--- config.mk ---
export PLATFORM = sky130hd
export DESIGN_NAME = led_seq_core
export DESIGN_NICKNAME = d
export VERILOG_FILES = /design/src/rtl/led_seq_pkg.sv /design/src/rtl/led_seq_tick.sv /design/src/rtl/led_seq_core.sv
export SDC_FILE = /design/constraint.sdc
export NUM_CORES = 1
export LEC_CHECK = 0
export CAP_MARGIN = 10
export CORE_ASPECT_RATIO = 0.75
export CORE_UTILIZATION = 52
export DETAILED_ROUTE_END_ITERATION = 16
export PLACE_DENSITY = 0.81
export SYNTH_ARGS = -nofsm -noshare
export SYNTH_HDL_FRONTEND = slang
export SYNTH_SLANG_ARGS = --single-unit
--- constraint.sdc ---
create_clock -name clk -period 2.2 [get_ports clk]
set_input_delay 0.22 -clock clk [delete_from_list [all_inputs] [get_ports clk]]
set_output_delay 0.22 -clock clk [all_outputs]
set_load 0.01 [all_outputs]
--- src/rtl/led_seq_pkg.sv ---
// led_seq_pkg: shared types and constants for the LED instruction sequencer.
//   state_t      sequencer state (FETCH / HOLD)
//   PAT_* CNT_*  bit fields of a 16-bit instruction word
//   END_WORD     instruction that restarts the program at address 0
//   HOLD_CNT_W   width of the tick counter (must hold 256)
package led_seq_pkg;

    typedef enum logic [0:0] {
        FETCH = 1'b0,
        HOLD  = 1'b1
    } state_t;

    localparam int PAT_MSB = 15;
    localparam int PAT_LSB = 8;
    localparam int CNT_MSB = 7;
    localparam int CNT_LSB = 0;

    localparam logic [15:0] END_WORD   = 16'h0000;
    localparam int          HOLD_CNT_W = 9;

endpackage

--- src/rtl/led_seq_tick.sv ---
// led_seq_tick: hold-tick prescaler.
//   clk   system clock, rising edge
//   rst   synchronous reset, active-high
//   clr   restart the count from zero
//   en    count enable; counting freezes while low
//   tick  one-cycle pulse on every TICK_DIV-th enabled cycle
module led_seq_tick #(
    parameter int TICK_DIV = 50000
) (
    input  logic clk,
    input  logic rst,
    input  logic clr,
    input  logic en,
    output logic tick
);

    localparam int              CW   = (TICK_DIV > 1) ? $clog2(TICK_DIV) : 1;
    localparam logic [CW-1:0]   LAST = CW'(TICK_DIV - 1);

    logic [CW-1:0] cnt;

    assign tick = en && (cnt == LAST);

    always_ff @(posedge clk) begin
        if (rst || clr) begin
            cnt <= '0;
        end else if (en) begin
            cnt <= tick ? '0 : cnt + 1'b1;
        end
    end

endmodule

--- src/rtl/led_seq_core.sv ---
// led_seq_core: instruction sequencer in front of a combinational program ROM.
// Each word is {pattern[7:0], count[7:0]}; the pattern is shown on leds for
// count hold ticks (count 0 = 256), then the next word is fetched. The word
// 16'h0000 restarts the program at address 0 and pulses wrap.
//   clk      system clock, rising edge
//   rst      synchronous reset, active-high
//   en       run enable; low freezes sequencing
//   step     single-step request (only with LED_SEQ_STEP_EN defined)
//   addr_rd  ROM read address (= pc)
//   data_rd  ROM read data, combinational from addr_rd
//   leds     registered LED pattern
//   busy     high while holding a pattern
//   wrap     one-cycle pulse when the end word restarts the program
// Build option: LED_SEQ_STEP_EN adds the step port; with en low each step
// pulse either executes the pending fetch or terminates the current hold.
module led_seq_core
    import led_seq_pkg::*;
#(
    parameter int ADDR_W   = 8,
    parameter int DATA_W   = 16,
    parameter int TICK_DIV = 50000
) (
    input  logic              clk,
    input  logic              rst,
    input  logic              en,
`ifdef LED_SEQ_STEP_EN
    input  logic              step,
`endif
    output logic [ADDR_W-1:0] addr_rd,
    input  logic [DATA_W-1:0] data_rd,
    output logic [7:0]        leds,
    output logic              busy,
    output logic              wrap
);

    state_t                  state;
    logic [ADDR_W-1:0]       pc;
    logic [HOLD_CNT_W-1:0]   remaining;
    logic                    wrap_q;

    logic [7:0]              pattern;
    logic [7:0]              count;
    logic                    is_end;
    logic                    fetch_go;
    logic                    hold_kill;
    logic                    tick;
    logic                    hold_done;

    assign pattern = data_rd[PAT_MSB:PAT_LSB];
    assign count   = data_rd[CNT_MSB:CNT_LSB];
    assign is_end  = (data_rd == END_WORD);

`ifdef LED_SEQ_STEP_EN
    // step only acts while en is low; with en high it is redundant.
    assign fetch_go  = (state == FETCH) && (en || step);
    assign hold_kill = (state == HOLD) && !en && step;
`else
    assign fetch_go  = (state == FETCH) && en;
    assign hold_kill = 1'b0;
`endif

    // Prescaler is cleared on every executed fetch so a hold cut short by
    // a step pulse does not leak a partial tick into the next instruction.
    led_seq_tick #(
        .TICK_DIV (TICK_DIV)
    ) u_tick (
        .clk  (clk),
        .rst  (rst),
        .clr  (fetch_go),
        .en   ((state == HOLD) && en),
        .tick (tick)
    );

    assign hold_done = tick && (remaining == HOLD_CNT_W'(1));

    always_ff @(posedge clk) begin
        if (rst) begin
            state     <= FETCH;
            pc        <= '0;
            remaining <= '0;
            leds      <= '0;
            wrap_q    <= 1'b0;
        end else begin
            wrap_q <= 1'b0;
            case (state)
                FETCH: begin
                    if (fetch_go) begin
                        if (is_end) begin
                            pc     <= '0;
                            wrap_q <= en;
                        end else begin
                            leds      <= pattern;
                            remaining <= (count == 8'd0) ? HOLD_CNT_W'(256)
                                                         : HOLD_CNT_W'(count);
                            state     <= HOLD;
                        end
                    end
                end
                HOLD: begin
                    if (tick) begin
                        remaining <= remaining - 1'b1;
                    end
                    if (hold_done || hold_kill) begin
                        pc    <= pc + 1'b1;
                        state <= FETCH;
                    end
                end
                default: state <= FETCH;
            endcase
        end
    end

    assign addr_rd = pc;
    assign busy    = (state == HOLD);
    assign wrap    = wrap_q && en;

endmodule

==> results of run 1 <==
## cell usage in the layout, fill, tap and decap left out, types with 3 or more instances in the layout
cell	n
inv_1	3
nor4_1	4
clkbuf_8	6
xnor2_1	7
and4_1	3
a31oi_1	6
nor2b_1	3
ha_1	4
clkdlybuf4s50_1	36
dfxtp_1	43
a21oi_1	14
and3_1	7
nand2_1	19
mux2i_1	9
or3_1	5
nand3_1	19
nor3_1	6
or4_4	3
buf_4	17
nand4_1	5
o21ai_0	8
or4_1	3
nand2b_1	5
nor2_1	33
xor2_1	7
## state kept, by name, summed over array words and instances (netlist names)
register and flops:
wrap_q 1, busy 1, u_tick.cnt 16, leds 8, addr_rd 8, remaining 9
## power groups by stage
stage	sequential [uW]	clock [uW]	combinational, uW
global route	829	550	276
floorplan	844	0	143
detailed placement	842	0	249
global placement	841	0	244
finish	824	515	251
CTS	824	525	250
## logic make-up (layout without fill, tap and decap cells)
family	count (synthesis)	count (layout)	synth area share (%)
simple gates	125	125	30.7
compound gates	43	43	13.4
flops	43	43	40.0
buf+inv	15	63	3.31
xor+xnor	14	14	5.69
mux	10	10	4.70
fa+ha+maj	4	4	2.32
## routing by layer
metal	up-vias	routed length, um
met5	-	0
met4	0	70
met3	7	382
met2	66	2010
met1	909	2490
li1	1016	-
## worst min-delay path: stages, from the launching register on
cell and delay, ns:
dfxtp_1 0.31, o21ai_0 0.06, a21oi_1 0.06
## final timing paths
kind                               endpoint                       start  slack, ns
hold / removal    remaining[8]$_SDFFE_PP0P_   remaining[8]$_SDFFE_PP0P_       0.48
setup reg to reg    addr_rd[4]$_SDFFE_PP0P_  u_tick.cnt[5]$_SDFFE_PP0P_       0.20
setup / recovery  remaining[7]$_SDFFE_PP0P_                 data_rd[14]       0.15
hold reg to reg   remaining[8]$_SDFFE_PP0P_   remaining[8]$_SDFFE_PP0P_       0.48
## area by class of cell
type	instances	area [um^2]
repair buffers	53	488
fillers	306	1070
well taps	52	65.1
multi-input cells	196	1220
flip-flops and latches	43	861
clock inverters	1	5.00
clock buffers	6	82.6
inverters	3	11.3
## stage by stage
stage               std cells  power [uW]
floorplan                 254         987
CTS                       354        1600
finish                    354        1590
global route              354        1650
global placement          347        1090
detailed placement        347        1090
==> impl_metrics.json, run 1 <==
{
  "net-switching-power_uw": 415,
  "fin_hold_ws_ns": 0.481,
  "holdBufCountCts": 0,
  "post-route-min-period_ns": 2.05,
  "io_buffers": 36,
  "drv_cap": 0,
  "period_share_pct": 93.2,
  "place.detailed.hpwl_um": 3560,
  "clk_transition_reported_paths_ns": 0.08,
  "critical_path_depth": 7,
  "finalHoldViolations": 0,
  "use_met1_pct": 33.1,
  "criticalPathCategory": "in2reg",
  "clock_sinks": 43,
  "outcome": "completed",
  "yosysSeqAreaShare_pct": 40.0,
  "gr-usage-met3_pct": 6.14,
  "slowest_stage": "or4_1",
  "cts_tree": "yes",
  "max_stage_delay_ns": 0.61,
  "busiest_layer": "met2",
  "antenna_left": 0,
  "ios": 37,
  "drtPass1Iterations": 4,
  "worstRegToRegCells": 6,
  "cp_top_family": "compound AO/OA/AOI/OAI gates",
  "syn-cell-area_um2": 2150,
  "synth_cells": 254,
  "wl_per_cell_um": 14.0,
  "crit_chain": "clkdlybuf4s50_1 > or4_1 > o41a_1 > a21oi_2 > buf_4 > o21ai_0 > a21oi_1",
  "p_sw_share_pct": 26.1,
  "slew_headroom_pct": 68.4,
  "power_density_nw_per_um2": 582,
  "pre_cts_ws_ns": -0.154,
  "p_int_uw": 1180,
  "ys.flop_type": "dfxtp_1",
  "ys_seq_elements": 43,
  "setup_viol": 0,
  "synth-edff-count": 0,
  "globalRouteMet2Util_pct": 36.4,
  "clk_path_buf_depth": 2,
  "p_leak_uw": 0.000975,
  "hp-class": "reg2reg",
  "grt_pass1_wl_um": 8280,
  "ctsResizeCount": 0,
  "p_comb_share_pct": 15.8,
  "wl_um": 4960,
  "critPathLaunchType": "input port",
  "drv_slew": 0,
  "grt_overflow_total": 0,
  "clock_skew_ns": 0.00604,
  "fmax_mhz": 487,
  "core_area_um2": 3800,
  "initial_utilization_pct": 56.6,
  "power_frac_clock_pct": 32.4,
  "final_nets": 325,
  "vias_per_cell": 5.64,
  "fin_util_pct": 71.9,
  "synth.most_common_cell": "dfxtp_1",
  "seqPwrFrac_pct": 51.8,
  "synth-async-reset-ratio_pct": 0,
  "place_area_um2": 2650,
  "root_buffer": "clkbuf_8",
  "cts_buffers": 5,
  "grt_usage_pct": 23.9,
  "drtIter0Drc": 121,
  "setup_ws_ns": 0.149,
  "dieArea_um2": 4410,
  "n_antenna_cell": 0,
  "die_w_um": 76.3,
  "worst-path-buf-inv": 2,
  "grt_max_degree": 33,
  "rsz0062_at_grt": "false",
  "antenna_found_initial": 0,
  "place.gp.congestion": 0.834,
  "vias": 1998,
  "areaGrowthSynthToFinish_pct": 26.9,
  "std_cell_rows": 19,
  "cp-end-kind": "register",
  "synth.top_cell.area_share_pct": 40.0,
  "die_y_um": 57.7,
  "required_ns": 2.43,
  "syn_area_per_cell_um2": 8.48,
  "synth_largest_area_cell": "dfxtp_1",
  "tightest_slew_ns": 0.474,
  "arrival_ns": 2.28,
  "syn_nets": 277,
  "drc": 0,
  "tns_ns": 0,
  "grt_pass1_vias": 1822,
  "drive_gt1_share_pct": 11.3,
  "holdPathStages": 2,
  "stdcell_area_um2": 2740,
  "synth_commonest_cells": "dfxtp_1 (43), nor2_1 (33), nand2_1 (19), nand3_1 (19), a21oi_1 (14)",
  "yosysUniqueCellTypes": 46,
  "post-cts-setup-buffers": 0,
  "vdd_drop_max_mv": 0.422,
  "yosysWarnings": 0,
  "insertion_delay_ns": 0.30,
  "htreeDepth": 2,
  "netlist_top_cells_area": "dfxtp_1 (40%), nor2_1 (5.7%), nand3_1 (4.4%)",
  "cp_max_fo": 6
}
(Power assumes the default switching activity.)
==> inputs of run 2 (changes only) <==
Settings changed: CELL_PAD_IN_SITES_DETAIL_PLACEMENT from default to 0, CELL_PAD_IN_SITES_GLOBAL_PLACEMENT from default to 1, CORE_UTILIZATION 52 to 39.
==> impl_metrics.json, run 2 (synthesized netlist as in run 1, its figures left out) <==
{
  "drv_slew": 0,
  "dr_wl_met2_um": 2100,
  "required_ns": 2.43,
  "drive_gt1_share_pct": 13.0,
  "p_sw_share_pct": 25.3,
  "post-cts-setup-buffers": 0,
  "slew_headroom_pct": 66.4,
  "ios": 37,
  "critPathLaunchType": "input port",
  "cp_max_fo": 8,
  "grt_usage_pct": 19.6,
  "insertion_delay_ns": 0.30,
  "seqPwrFrac_pct": 48.3,
  "root_buffer": "clkbuf_8",
  "post-route-min-period_ns": 2.07,
  "final_common_cell": "dfxtp_1",
  "initial_utilization_pct": 40.5,
  "tns_ns": 0,
  "rsz0062_at_grt": "false",
  "dieArea_um2": 5830,
  "drc": 0,
  "vias_per_cell": 5.19,
  "wl_per_cell_um": 13.5,
  "place.detailed.hpwl_um": 3740,
  "wl_met3_um": 226,
  "holdBufCountCts": 0,
  "p_int_uw": 1270,
  "wl_um": 5150,
  "final_nets": 329,
  "die_y_um": 66.4,
  "std_cell_rows": 23,
  "arrival_ns": 2.30,
  "grt_overflow_total": 0,
  "core_area_um2": 5320,
  "grt_pass1_wl_um": 8740,
  "antenna_left": 0,
  "outcome": "completed",
  "drt-met1-wl_um": 2780,
  "p_total_uw": 1700,
  "layout_common_cells": "dfxtp_1 (43), clkdlybuf4s50_1 (36), nor2_1 (33), buf_4 (21)",
  "htreeDepth": 2,
  "net-switching-power_uw": 431,
  "period_share_pct": 94.2,
  "p_leak_uw": 0.00101,
  "vias": 1983,
  "clock_sinks": 43,
  "grt_pass1_vias": 1884,
  "ctsResizeCount": 0,
  "setup_viol": 0,
  "areaGrowthSynthToFinish_pct": 31.1,
  "p_comb_share_pct": 15.4,
  "largest_reg_flops": 16,
  "topRoutingLayerUsed": "met4",
  "grt_max_degree": 33,
  "cp-end-kind": "register",
  "reg.largest.list": "u_tick.cnt (16), remaining (9)",
  "clk_transition_reported_paths_ns": 0.08,
  "criticalPathCategory": "in2reg",
  "hp-class": "reg2reg",
  "drtIter0Drc": 89,
  "drv_cap": 0,
  "cts_tree": "yes",
  "clk_path_buf_depth": 2,
  "antenna_found_initial": 0,
  "place.gp.congestion": 0.755,
  "clock_skew_ns": 0.00766,
  "cts_buffers": 5,
  "die_w_um": 87.8,
  "io_buffers": 36,
  "top_register": "u_tick.cnt",
  "tightest_slew_ns": 0.504,
  "drtPass1Iterations": 4,
  "power_frac_clock_pct": 36.4,
  "power_density_nw_per_um2": 603,
  "n_antenna_cell": 0,
  "fmax_mhz": 483,
  "finalHoldViolations": 0,
  "vdd_drop_max_mv": 0.316
}
==> run 2: final timing paths <==
check / from / to / slack, ns / cells after the start
max: data_rd[0] / remaining[3]$_SDFFE_PP0P_ / 0.13 / 7
min: remaining[8]$_SDFFE_PP0P_ / remaining[8]$_SDFFE_PP0P_ / 0.49 / 2
max reg2reg: remaining[5]$_SDFFE_PP0P_ / addr_rd[3]$_SDFFE_PP0P_ / 0.21 / 6
min reg2reg: remaining[8]$_SDFFE_PP0P_ / remaining[8]$_SDFFE_PP0P_ / 0.49 / 2
==> run 2: cell type report <==
class | instances | area (um^2)
well taps | 75 | 93.8
multi-input cells | 196 | 1230
clock buffers | 5 | 68.8
clock inverters | 3 | 43.8
fillers | 521 | 2500
flip-flops and latches | 43 | 861
repair buffers | 57 | 518
inverters | 3 | 11.3
==> run 2: critical path: stages <==
cell             delay, ns
clkdlybuf4s50_1       0.44
or4_4                 0.56
o41a_1                0.47
a21oi_2               0.17
buf_4                 0.18
o21ai_0               0.09
a21oi_1               0.17
==> run 2: per-stage QoR <==
stage | hold slack, ns | util (%) | cell area [um^2] | setup slack, ns | instances
global route | 0.521 | 53.1 | 2830 | 0.0371 | 382
floorplan | 0.367 | - | 2150 | 0.275 | 254
detailed placement | 0.475 | 50.8 | 2710 | -0.155 | 374
finish | 0.488 | 53.1 | 2830 | 0.128 | 382
global placement | 0.467 | 50.8 | 2710 | -0.0709 | 374
CTS | 0.489 | 52.9 | 2820 | 0.158 | 382
==> run 2: layer usage <==
metal,track usage (%),vias up
li1,-,1028
met1,27.9,911
met2,29.3,39
met3,4.00,5
met4,6.56,0
met5,0,-
==> run 2: power by group through the flow <==
stage | Sequential, uW | Clock (uW) | Combinational (uW)
finish | 823 | 620 | 262
global route | 827 | 662 | 288
CTS | 822 | 636 | 262
floorplan | 844 | 0 | 143
detailed placement | 840 | 0 | 261
global placement | 841 | 0 | 260
